`config.mk`:
```
export PLATFORM = sky130hd
export DESIGN_NAME = mem_port_arbiter
export DESIGN_NICKNAME = d
export VERILOG_FILES = /design/src/rtl/mem_port_arbiter_pkg.sv /design/src/rtl/mem_port_arbiter_streak.sv /design/src/rtl/mem_port_arbiter.sv
export SDC_FILE = /design/constraint.sdc
export NUM_CORES = 1
export LEC_CHECK = 0
export CAP_MARGIN = 10
export CORE_AREA = 2 2 106 108
export CTS_BUF_LIST = sky130_fd_sc_hd__clkbuf_2
export DETAILED_ROUTE_END_ITERATION = 8
export DIE_AREA = 0 0 108 110
export PLACE_DENSITY = 0.88
export SYNTH_ARGS = -nofsm -noshare
export SYNTH_HDL_FRONTEND = slang
export SYNTH_SLANG_ARGS = --single-unit
export TNS_END_PERCENT = 1
```
`constraint.sdc`:
```
create_clock -name clk -period 3.67 [get_ports clk]
set_clock_uncertainty 0.05 [all_clocks]
set_input_delay 0.734 -clock clk [delete_from_list [all_inputs] [get_ports clk]]
set_output_delay 0.734 -clock clk [all_outputs]
set_load 0.1 [all_outputs]
```
`src/rtl/mem_port_arbiter_pkg.sv`:
```
// Shared types for the instruction/data memory port arbiter.
// Imported by mem_port_arbiter and arb_streak_counter.
package arb_types;

   typedef enum logic [1:0] {
      IDLE,
      I_BUSY,
      D_BUSY
   } arb_state_t;

   typedef enum logic {
      ARB_RD,
      ARB_WR
   } arb_kind_t;

   // Wide enough for any byte-enable width; sliced to size by users.
   localparam logic [127:0] ARB_MBE_ALL = '1;

   localparam int ARB_STREAK_W = 4;

endpackage

```
`src/rtl/mem_port_arbiter_streak.sv`:
```
// Saturating count of consecutive data grants won while a fetch waits.
// at_limit forces the next grant to the fetch port.
import arb_types::*;

module arb_streak_counter #(
   parameter int STARVE_LIMIT = 4
) (
   input  logic clk,
   input  logic rst,
   input  logic clr,
   input  logic inc,
   output logic at_limit
);

   localparam logic [ARB_STREAK_W-1:0] LIM = ARB_STREAK_W'(STARVE_LIMIT);

   logic [ARB_STREAK_W-1:0] count;

   // count up to LIM, cleared by an instruction grant
   always_ff @(posedge clk) begin
      if (rst)
         count <= '0;
      else if (clr)
         count <= '0;
      else if (inc && count != LIM)
         count <= count + 1'b1;
   end

   assign at_limit = (count == LIM);

endmodule

```
`src/rtl/mem_port_arbiter.sv`:
```
// Merges fetch and load/store ports onto one word-wide memory port.
// Optional macro ARB_PERF_CNT_EN adds grant and fetch-wait counters.
import arb_types::*;

module mem_port_arbiter #(
   parameter int ADDR_WIDTH   = 32,
   parameter int DATA_WIDTH   = 32,
   parameter int STARVE_LIMIT = 4
) (
   input  logic                    clk,
   input  logic                    rst,
   input  logic                    inst_read,
   input  logic [ADDR_WIDTH-1:0]   inst_addr,
   output logic                    inst_resp,
   output logic [DATA_WIDTH-1:0]   inst_rdata,
   input  logic                    data_read,
   input  logic                    data_write,
   input  logic [DATA_WIDTH/8-1:0] data_mbe,
   input  logic [ADDR_WIDTH-1:0]   data_addr,
   input  logic [DATA_WIDTH-1:0]   data_wdata,
   output logic                    data_resp,
   output logic [DATA_WIDTH-1:0]   data_rdata,
   output logic                    mem_read,
   output logic                    mem_write,
   output logic [DATA_WIDTH/8-1:0] mem_mbe,
   output logic [ADDR_WIDTH-1:0]   mem_addr,
   output logic [DATA_WIDTH-1:0]   mem_wdata,
   input  logic [DATA_WIDTH-1:0]   mem_rdata,
   input  logic                    mem_resp
`ifdef ARB_PERF_CNT_EN
   ,
   output logic [31:0]             perf_i_grants,
   output logic [31:0]             perf_d_grants,
   output logic [31:0]             perf_i_wait
`endif
);

   localparam int MW = DATA_WIDTH / 8;
   localparam logic [MW-1:0] MBE_ALL = ARB_MBE_ALL[MW-1:0];

   arb_state_t state;
   arb_state_t state_next;
   arb_kind_t  kind;

   logic [ADDR_WIDTH-1:0] addr_q;
   logic [DATA_WIDTH-1:0] wdata_q;
   logic [MW-1:0]         mbe_q;

   logic data_req;
   logic at_limit;
   logic grant_d;
   logic grant_i;

   assign data_req = data_read | data_write;
   assign grant_d  = (state == IDLE) && data_req && (!inst_read || !at_limit);
   assign grant_i  = (state == IDLE) && !grant_d && inst_read;

   arb_streak_counter #(
      .STARVE_LIMIT (STARVE_LIMIT)
   ) u_streak (
      .clk      (clk),
      .rst      (rst),
      .clr      (grant_i),
      .inc      (grant_d && inst_read),
      .at_limit (at_limit)
   );

   // state register
   always_ff @(posedge clk) begin
      if (rst)
         state <= IDLE;
      else
         state <= state_next;
   end

   // next state: grant from IDLE, return to IDLE on completion
   always_comb begin
      state_next = state;
      unique case (state)
         IDLE: begin
            if (grant_d)
               state_next = D_BUSY;
            else if (grant_i)
               state_next = I_BUSY;
         end
         I_BUSY, D_BUSY: begin
            if (mem_resp)
               state_next = IDLE;
         end
         default: state_next = IDLE;
      endcase
   end

   // capture the winning request so upstream changes are ignored
   always_ff @(posedge clk) begin
      if (rst) begin
         addr_q  <= '0;
         wdata_q <= '0;
         mbe_q   <= '0;
         kind    <= ARB_RD;
      end else if (grant_d) begin
         addr_q  <= data_addr;
         wdata_q <= data_wdata;
         mbe_q   <= data_write ? data_mbe : MBE_ALL;
         kind    <= data_write ? ARB_WR : ARB_RD;
      end else if (grant_i) begin
         addr_q  <= inst_addr;
         mbe_q   <= MBE_ALL;
         kind    <= ARB_RD;
      end
   end

   // drive the shared port and route completions by owner
   always_comb begin
      mem_read  = 1'b0;
      mem_write = 1'b0;
      mem_mbe   = '0;
      mem_addr  = '0;
      mem_wdata = '0;
      inst_resp = 1'b0;
      data_resp = 1'b0;
      unique case (state)
         I_BUSY: begin
            mem_read  = 1'b1;
            mem_addr  = addr_q;
            mem_mbe   = mbe_q;
            inst_resp = mem_resp;
         end
         D_BUSY: begin
            mem_read  = (kind == ARB_RD);
            mem_write = (kind == ARB_WR);
            mem_addr  = addr_q;
            mem_mbe   = mbe_q;
            mem_wdata = wdata_q;
            data_resp = mem_resp;
         end
         default: begin
         end
      endcase
   end

   assign inst_rdata = mem_rdata;
   assign data_rdata = mem_rdata;

`ifndef SYNTHESIS
   // a simultaneous load and store is served as a store; flag it
   always_ff @(posedge clk) begin
      if (!rst && state == IDLE)
         assert (!(data_read && data_write))
         else $warning("data_read and data_write both high");
   end
`endif

`ifdef ARB_PERF_CNT_EN
   // saturating grant and fetch-stall counters
   always_ff @(posedge clk) begin
      if (rst) begin
         perf_i_grants <= '0;
         perf_d_grants <= '0;
         perf_i_wait   <= '0;
      end else begin
         if (grant_i && perf_i_grants != 32'hFFFF_FFFF)
            perf_i_grants <= perf_i_grants + 1'b1;
         if (grant_d && perf_d_grants != 32'hFFFF_FFFF)
            perf_d_grants <= perf_d_grants + 1'b1;
         if (inst_read && state != I_BUSY && perf_i_wait != 32'hFFFF_FFFF)
            perf_i_wait <= perf_i_wait + 1'b1;
      end
   end
`endif

endmodule

```
* Word level (Yosys, flattened, before mapping)
Index checks and enable logic that the tools add are counted.
** Storage, ports and cells
- Input port bits :: 138
- Register bits :: 75
- Output and inout port bits :: 136
** Cells by class
- Eq/ne operators :: 6
- Reductions and logical operators :: 15
- Muxes and demuxes :: 19
- Bitwise operators :: 2
- Add/sub/neg operators :: 1
** Operators by type and width (number)
- $mux 32 :: 4
- $mux 4 :: 4
- $logic_and 1x1->1 :: 6
- $mux 1 :: 6
- $mux 2 :: 3
- $add 4x1->4 const B :: 1
- $eq 4x3->1 const B :: 1
- $ne 4x3->1 const B :: 1
- $pmux 2 s2 :: 1
- $reduce_or 2->1 :: 2
- $logic_not 1->1 :: 3
- $ne 3x3->1 const B :: 1
- $eq 2x1->1 const B :: 1
- $eq 2x2->1 const B :: 1
- $logic_not 2->1 :: 1
- $ne 2x1->1 const B :: 1
- $pmux 1 s2 :: 1
- $reduce_and 2->1 :: 1
- $reduce_bool 2->1 :: 1
- $logic_or 1x1->1 :: 1
- $not 1->1 :: 1
- $or 1x1->1 :: 1

* Longest topological paths before layout
Gate-level depths: netlist of run 1.
- Depth after elaboration :: 10
- Gate-level depth with buffers :: 8

* Cells and area by module
A second synthesis of run 1 with hierarchy kept.
** Unflattened totals
- Cell total of the unflattened synthesis :: 541
- Area total of the unflattened synthesis :: 4296.6 um^2
** Modules (own cells, without submodules)
- mem_port_arbiter :: cells each 516, instances 1, seq. area each 1421.4 um^2, area each 4067.7 um^2
- arb_streak_counter :: cells each 25, instances 1, seq. area each 80.1 um^2, area each 229.0 um^2

* Least setup slack after synthesis of run 1
OpenSTA, ideal clock, no wires.
- Path kind :: flip-flop to output port
- Start point :: register state[0]
- End point :: output port mem_addr[25]
- Arrival :: 1892 ps
- Slack :: 994 ps
- Cell stages (with the launch flop) :: 6
- Data required time :: 2886 ps
- Path through :: dfxtp_1 -> inv_1 -> ha_1 -> clkbuf_1 -> clkbuf_1 -> and2_1
** On the way
- Word-level cells in the longest chain between the ends :: 3
- Elaborated cells on any way between the ends :: 4
- Those cells by class :: 2 x eq/ne; 1 x mux; 1 x reduce/logical
** Ends and longest elaborated chain
- from (decl) :: RTL line mem_port_arbiter.sv:41 : arb_state_t state;
- from (signal assigned) :: RTL line mem_port_arbiter.sv:73 : state <= state_next;
- $eq 2x2->1 or $eq 2x1->1 (tied branches) :: RTL line mem_port_arbiter.sv:122 : unique case (state)
- $reduce_or 2->1 (no line) (*)
- $mux 32 (*) :: RTL line mem_port_arbiter.sv:122
- to (decl) :: RTL line mem_port_arbiter.sv:26 : output logic [ADDR_WIDTH-1:0] mem_addr,
Mark *: on every way between the ends. The rest lies on a longest branch, timed or not.

* Worst setup path after layout of run 1
- Start point :: register state[0]
- End point :: output port mem_wdata[26]
** On the way
- Word-level cells in the longest chain between the ends :: 2
** Ends and longest elaborated chain
- $eq 2x2->1 :: RTL line mem_port_arbiter.sv:122
- $mux 32 :: RTL line mem_port_arbiter.sv:122
- to (decl) :: RTL line mem_port_arbiter.sv:27 : output logic [DATA_WIDTH-1:0] mem_wdata,
Every way passes these cells.

==> impl_metrics.py, run 1 <==
metrics = {
    "worst_setup_path": {
        "rr_worst_depth": 6,
        "crit_fanout": 22,
        "cp_cell_sequence": "inv_1, ha_1, buf_4, and2_1, buf_4",
        "crit_path_frequent_cell": "buf_4",
        "rr_endpoint": "addr_q[3]",
        "reg2reg_setup_slack_ps": 1240,
        "reg2reg_from": "state[0]",
        "critPathTopFamily": "buffers and inverters",
        "path_class": "reg -> out",
        "critPathArrivalTime_ps": 2280,
        "cp_data_required_time_ps": 2890,
        "cp-startpoint": "state[0]",
        "slowest_delay_ps": 580,
        "cp-start-kind": "flop",
        "end_kind": "output pin",
        "cp_slowest_cell": "ha_1",
        "cp_num_buf_inv": 3,
    },
    "clock_network": {
        "clock_latency_ps": 520,
        "cts.reportedPaths.clkPinSlew_ps": 220,
        "postCtsSetupBuffers": 0,
        "h-tree-depth": 3,
        "cts_tree": "done",
        "cts_root_buf": "clkbuf_2",
        "cts_hold_buf": 0,
        "clkSinkCount": 75,
        "numCtsBuffers": 9,
        "cts_resized": 0,
        "ctsLongestPathBuffers": 2,
    },
    "floorplanning": {
        "start_util_pct": 40.7,
        "die_y_um": 110,
        "die_area_mm2": 0.0119,
        "core_region_area_mm2": 0.0107,
        "dieWidth_um": 108,
        "placement_rows": 38,
        "ios": 274,
    },
    "grt": {
        "grt_max_degree": 48,
        "grtUsageMet3_pct": 6.06,
        "grt_pass1_vias": 4133,
        "top_usage_layer": "met2",
        "met2_usage_pct": 36.7,
        "global_route.usage.met1_pct": 25.3,
        "grt_first_pass_wirelength_mm": 20.1,
        "grt_usage_pct": 21.3,
        "grt_remaining_overflow": 0,
        "antenna_found_initial": 1,
    },
    "synthesis": {
        "synthesis.area_mm2": 0.00435,
        "async_flop_share_pct": 0,
        "yosysWarnings": 0,
        "syn_inst": 547,
        "yosysUniqueCellTypes": 35,
        "synthesis.nets": 690,
        "synthFlopType": "dfxtp_1",
        "synth-edff-count": 0,
        "synth_seq_area_share_pct": 34.5,
        "syn_avg_cell_area_um2": 7.95,
        "ys_ff_latch": 75,
    },
    "route": {
        "drt-initial-drc-count": 268,
        "dr.pass1.iters": 6,
        "wl_per_cell_um": 16.9,
        "detail_route.vias_per_cell": 5.49,
        "vias": 4244,
        "ant_nets": 0,
        "drcViolationCount": 0,
        "wl_mm": 13.1,
    },
    "finish": {
        "seq_area_mm2": 0.00150,
        "fin_nets": 770,
        "area_growth_pct": 28.2,
        "drive_gt1_share_pct": 17.6,
        "multi_input_area_mm2": 0.00210,
        "nFillCells": 999,
    },
    "timing": {
        "maxSlewHeadroom_pct": 34.7,
        "layout_setup_ws_ps": 607,
        "worstMarginPinSlew_ps": 979,
        "finalMaxSlewViolations": 0,
        "finalHoldViolations": 0,
        "final.setup.tns_ps": 0,
        "finalCritPeriodShare_pct": 83.5,
        "rsz0062_at_grt": "no",
        "finalSetupViolCount": 0,
        "period_minus_slack_ps": 3060,
        "fmax_mhz": 326,
    },
    "power": {
        "power_density_mw_per_mm2": 554,
        "ir_drop_mv": 0.280,
        "leakage_nw": 2.17,
        "power_w": 0.00309,
    },
    "min_path": {
        "min_path_type": "reg -> reg",
        "hold_depth": 2,
        "min_to": "wdata_q[18]",
        "hp-start": "wdata_q[18]",
    },
    "flow_run": {
        "drv_cap": 0,
    },
    "place": {
        "hpwl_mm": 9.15,
        "place.gp.congestion": 0.787,
        "portBuffers": 177,
        "post-place-ws_ps": 784,
    },
    "outcome": {
        "status": "completed",
    },
}
-- flip-flops by register name, summed over array words and instances (netlist names) --
register        count
u_streak.count      4
addr_q             32
mbe_q               4
state               2
wdata_q            32
kind                1
-- layer usage --
layer | part of all wire [%] | vias to the layer above
li1 | - | 2016
met3 | 7.3 | 24
met1 | 40 | 2024
met5 | 0 | -
met4 | 1.4 | 0
met2 | 51 | 180
-- synth_stat cells, drive strengths merged (2+ instances only) --
cell	number	area, um^2
nor2b	3	18.8
o21ai	37	196
o211ai	2	15.0
nor4b	4	35.0
o21a	2	15.0
dfxtp	75	1500
nand2	34	130
a21oi	41	205
buf	87	618
inv	4	15.0
a311oi	32	324
nor3	32	160
nand3	69	345
clkbuf	31	116
ha	5	62.6
and2	71	444
a211oi	7	57.6
-- power by group --
part / internal, W / switching, W / leakage (nW)
Clock: 0.0000911 / 0.000314 / 0.0543
Combinational: 0.000460 / 0.00121 / 1.50
Sequential: 0.000953 / 0.0000647 / 0.621
-- layout by cell type (no fill, tap or decap), types with 3 or more instances in the layout --
| cell | Yosys | layout |
|---|---|---|
| clkdlybuf4s50_1 | 0 | 104 |
| buf_4 | 69 | 80 |
| dfxtp_1 | 75 | 75 |
| and2_1 | 71 | 71 |
| nand3_1 | 69 | 69 |
| a21oi_1 | 41 | 41 |
| o21ai_0 | 36 | 36 |
| nand2_1 | 33 | 33 |
| nor3_1 | 32 | 32 |
| a311oi_1 | 25 | 25 |
| clkbuf_2 | 0 | 10 |
| a311oi_2 | 7 | 7 |
| a211oi_1 | 6 | 6 |
| inv_1 | 4 | 4 |
| nor4b_1 | 4 | 4 |
| ha_1 | 5 | 4 |
| nor2b_1 | 3 | 3 |
| clkinvlp_4 | 0 | 3 |
-- tightest hold or removal path, cell delays in order, from the launching register on --
cell and delay (ps):
dfxtp_1 350, o21ai_0 60, a21oi_1 60
-- worst max-delay path by stage --
stage / end / slack, ps / cells past startpoint
after global placement: addr_q[15] / 900 / 6
after floorplan: mem_addr[25] / 990 / 5
after detailed placement: addr_q[21] / 780 / 6
final: mem_wdata[26] / 610 / 5
after CTS: mem_wdata[5] / 520 / 5
after global routing: mem_wdata[22] / 390 / 5
-- final cells by class --
type                       instances  share of cell area (%)
antenna                            1                  0.0449
clock buffer                      10                   0.898
clock inverter                     6                   0.741
inverter                           4                   0.269
multi-input combinational        350                    37.7
sequential                        75                    26.9
tap                              140                    3.14
timing repair buffer             187                    30.3
-- logic make-up (layout without fill, tap and decap cells) --
logic type,count (synthesis),in the layout,share of synthesized area [%]
compound gates,123,123,19.1
fa+ha+maj,5,5,1.44
buf+inv,122,207,17.2
flops,75,75,34.5
other cells,0,1,0
simple gates,222,222,27.7
-- stage by stage --
stage / util [%] / cell area, um^2 / cells / hold WS, ps
final: 52.1 / 5570 / 773 / 431
after CTS: 52.1 / 5570 / 772 / 436
after floorplan: - / 4350 / 547 / 399
after global routing: 52.1 / 5570 / 773 / 462
after detailed placement: 51.2 / 5480 / 756 / 414
after global placement: 51.2 / 5480 / 756 / 407
Note: power is estimated with default switching activity, not from simulation.
==> run 2, diff against run 1 <==
CORE_AREA = not set   (was 2 2 106 108)
CORE_UTILIZATION = 38   (was not set)
DIE_AREA = not set   (was 0 0 108 110)
PLACE_DENSITY = 0.83   (was 0.88)
clock period = 3.1 ns   (was 3.67 ns; I/O delays follow)
==> impl_metrics.py, run 2 (same netlist as run 1, synthesis figures left out) <==
metrics = {
    "timing": {
        "finalHoldViolations": 0,
        "finalSetupViolCount": 0,
        "period_minus_slack_ps": 2900,
        "fmax_mhz": 345,
        "worstMarginPinSlew_ps": 840,
        "maxSlewHeadroom_pct": 43.8,
        "rsz0062_at_grt": "no",
        "final.setup.tns_ps": 0,
        "finalCritPeriodShare_pct": 93.5,
        "layout_setup_ws_ps": 202,
        "finalMaxSlewViolations": 0,
    },
    "worst_setup_path": {
        "cp_num_buf_inv": 2,
        "cp_cell_sequence": "inv_1, ha_2, and2_1, buf_4",
        "cp_slowest_cell": "ha_2",
        "critPathArrivalTime_ps": 2230,
        "critPathTopFamily": "adder cells",
        "path_class": "reg -> out",
        "end_kind": "output pin",
        "reg2reg_from": "u_streak.count[0]",
        "cp-start-kind": "flop",
        "crit_fanout": 39,
        "cp-startpoint": "state[0]",
        "slowest_delay_ps": 730,
        "cp_data_required_time_ps": 2430,
    },
    "clock_network": {
        "postCtsSetupBuffers": 0,
        "cts_hold_buf": 0,
        "clkSinkCount": 75,
        "cts_tree": "done",
        "clock_latency_ps": 490,
        "numCtsBuffers": 9,
        "cts_root_buf": "clkbuf_2",
        "cts_resized": 0,
        "h-tree-depth": 3,
        "cts.reportedPaths.clkPinSlew_ps": 210,
        "ctsLongestPathBuffers": 2,
    },
    "place": {
        "hpwl_mm": 9.49,
        "place.gp.congestion": 0.800,
        "post-place-ws_ps": 467,
        "placed_area_mm2": 0.00618,
        "portBuffers": 177,
        "dp_cells": 757,
    },
    "min_path": {
        "hp-start": "wdata_q[4]",
        "min_path_type": "reg -> reg",
    },
    "finish": {
        "multi_input_area_mm2": 0.00210,
        "final_common_cell": "clkdlybuf4s50_1",
        "layout.cells.non_filler": 774,
        "final_util_pct": 57.6,
        "nFillCells": 956,
        "final_area_mm2": 0.00633,
        "area_growth_pct": 45.5,
        "top_regs": "addr_q (32), wdata_q (32)",
        "drive_gt1_share_pct": 17.9,
        "seq_area_mm2": 0.00150,
        "final_cell_mix": "103 x clkdlybuf4s50_1, 75 x dfxtp_1, 71 x and2_1",
        "fin_nets": 771,
    },
    "flow_run": {
        "drv_cap": 0,
    },
    "route": {
        "drt-initial-drc-count": 300,
        "wl_per_cell_um": 17.6,
        "ant_nets": 0,
        "drcViolationCount": 0,
        "dr.pass1.iters": 6,
        "detail_route.vias_per_cell": 5.55,
        "vias": 4293,
        "wl_mm": 13.7,
    },
    "power": {
        "power_density_mw_per_mm2": 642,
        "leakage_nw": 2.36,
        "ir_drop_mv": 0.373,
    },
    "grt": {
        "grt_max_degree": 43,
        "grt_pass1_vias": 4348,
        "grt_remaining_overflow": 0,
        "antenna_found_initial": 1,
        "grt_usage_pct": 22.9,
        "grt_first_pass_wirelength_mm": 21.1,
    },
    "floorplanning": {
        "die_area_mm2": 0.0119,
        "die_y_um": 109,
        "dieWidth_um": 109,
        "ios": 274,
        "start_util_pct": 39.6,
        "core_region_area_mm2": 0.0110,
        "placement_rows": 38,
    },
    "outcome": {
        "status": "completed",
    },
}
## run 2: worst paths after layout
path	cells after the start	to	slack, ps
worst max register to register	6	addr_q[29]	940
worst min register to register	2	wdata_q[4]	440
worst max-delay path	4	mem_addr[14]	200
worst min-delay path	2	wdata_q[4]	440
## run 2: power by group
group / total, W / leakage [nW] / internal (W) / switching [W]
sequential: 0.00120 / 0.621 / 0.00113 / 0.0000748
clock: 0.000630 / 0.0821 / 0.000272 / 0.000358
combinational: 0.00223 / 1.66 / 0.000737 / 0.00149
## run 2: worst register-to-register path, stage by stage, from the launching register on
cell	delay, ps
dfxtp_1	390
inv_1	90
ha_1	210
and4b_2	790
buf_12	270
nor3_1	70
a311oi_2	230
## run 2: layer usage
metal	share of wire [%]	vias up	routed length, um	global-route usage [%]
met4	1.6	0	219	8.01
met5	0	-	0	0
met1	40	2041	5460	26.0
li1	-	2021	-	-
met3	8.5	17	1170	8.31
met2	50	214	6800	39.4
## run 2: stage by stage
step	hold WS (ps)	power, W
after floorplan	399	0.00309
after global placement	407	0.00340
after detailed placement	415	0.00345
after CTS	439	0.00409
after global routing	462	0.00426
final	436	0.00406
## run 2: area by class of cell
cell class	count	area share, %
sequential	75	23.7
inverter	4	0.237
antenna	1	0.0396
clock inverter	6	1.42
clock buffer	10	0.791
multi-input combinational	350	33.2
tap	140	2.77
timing repair buffer	188	37.8
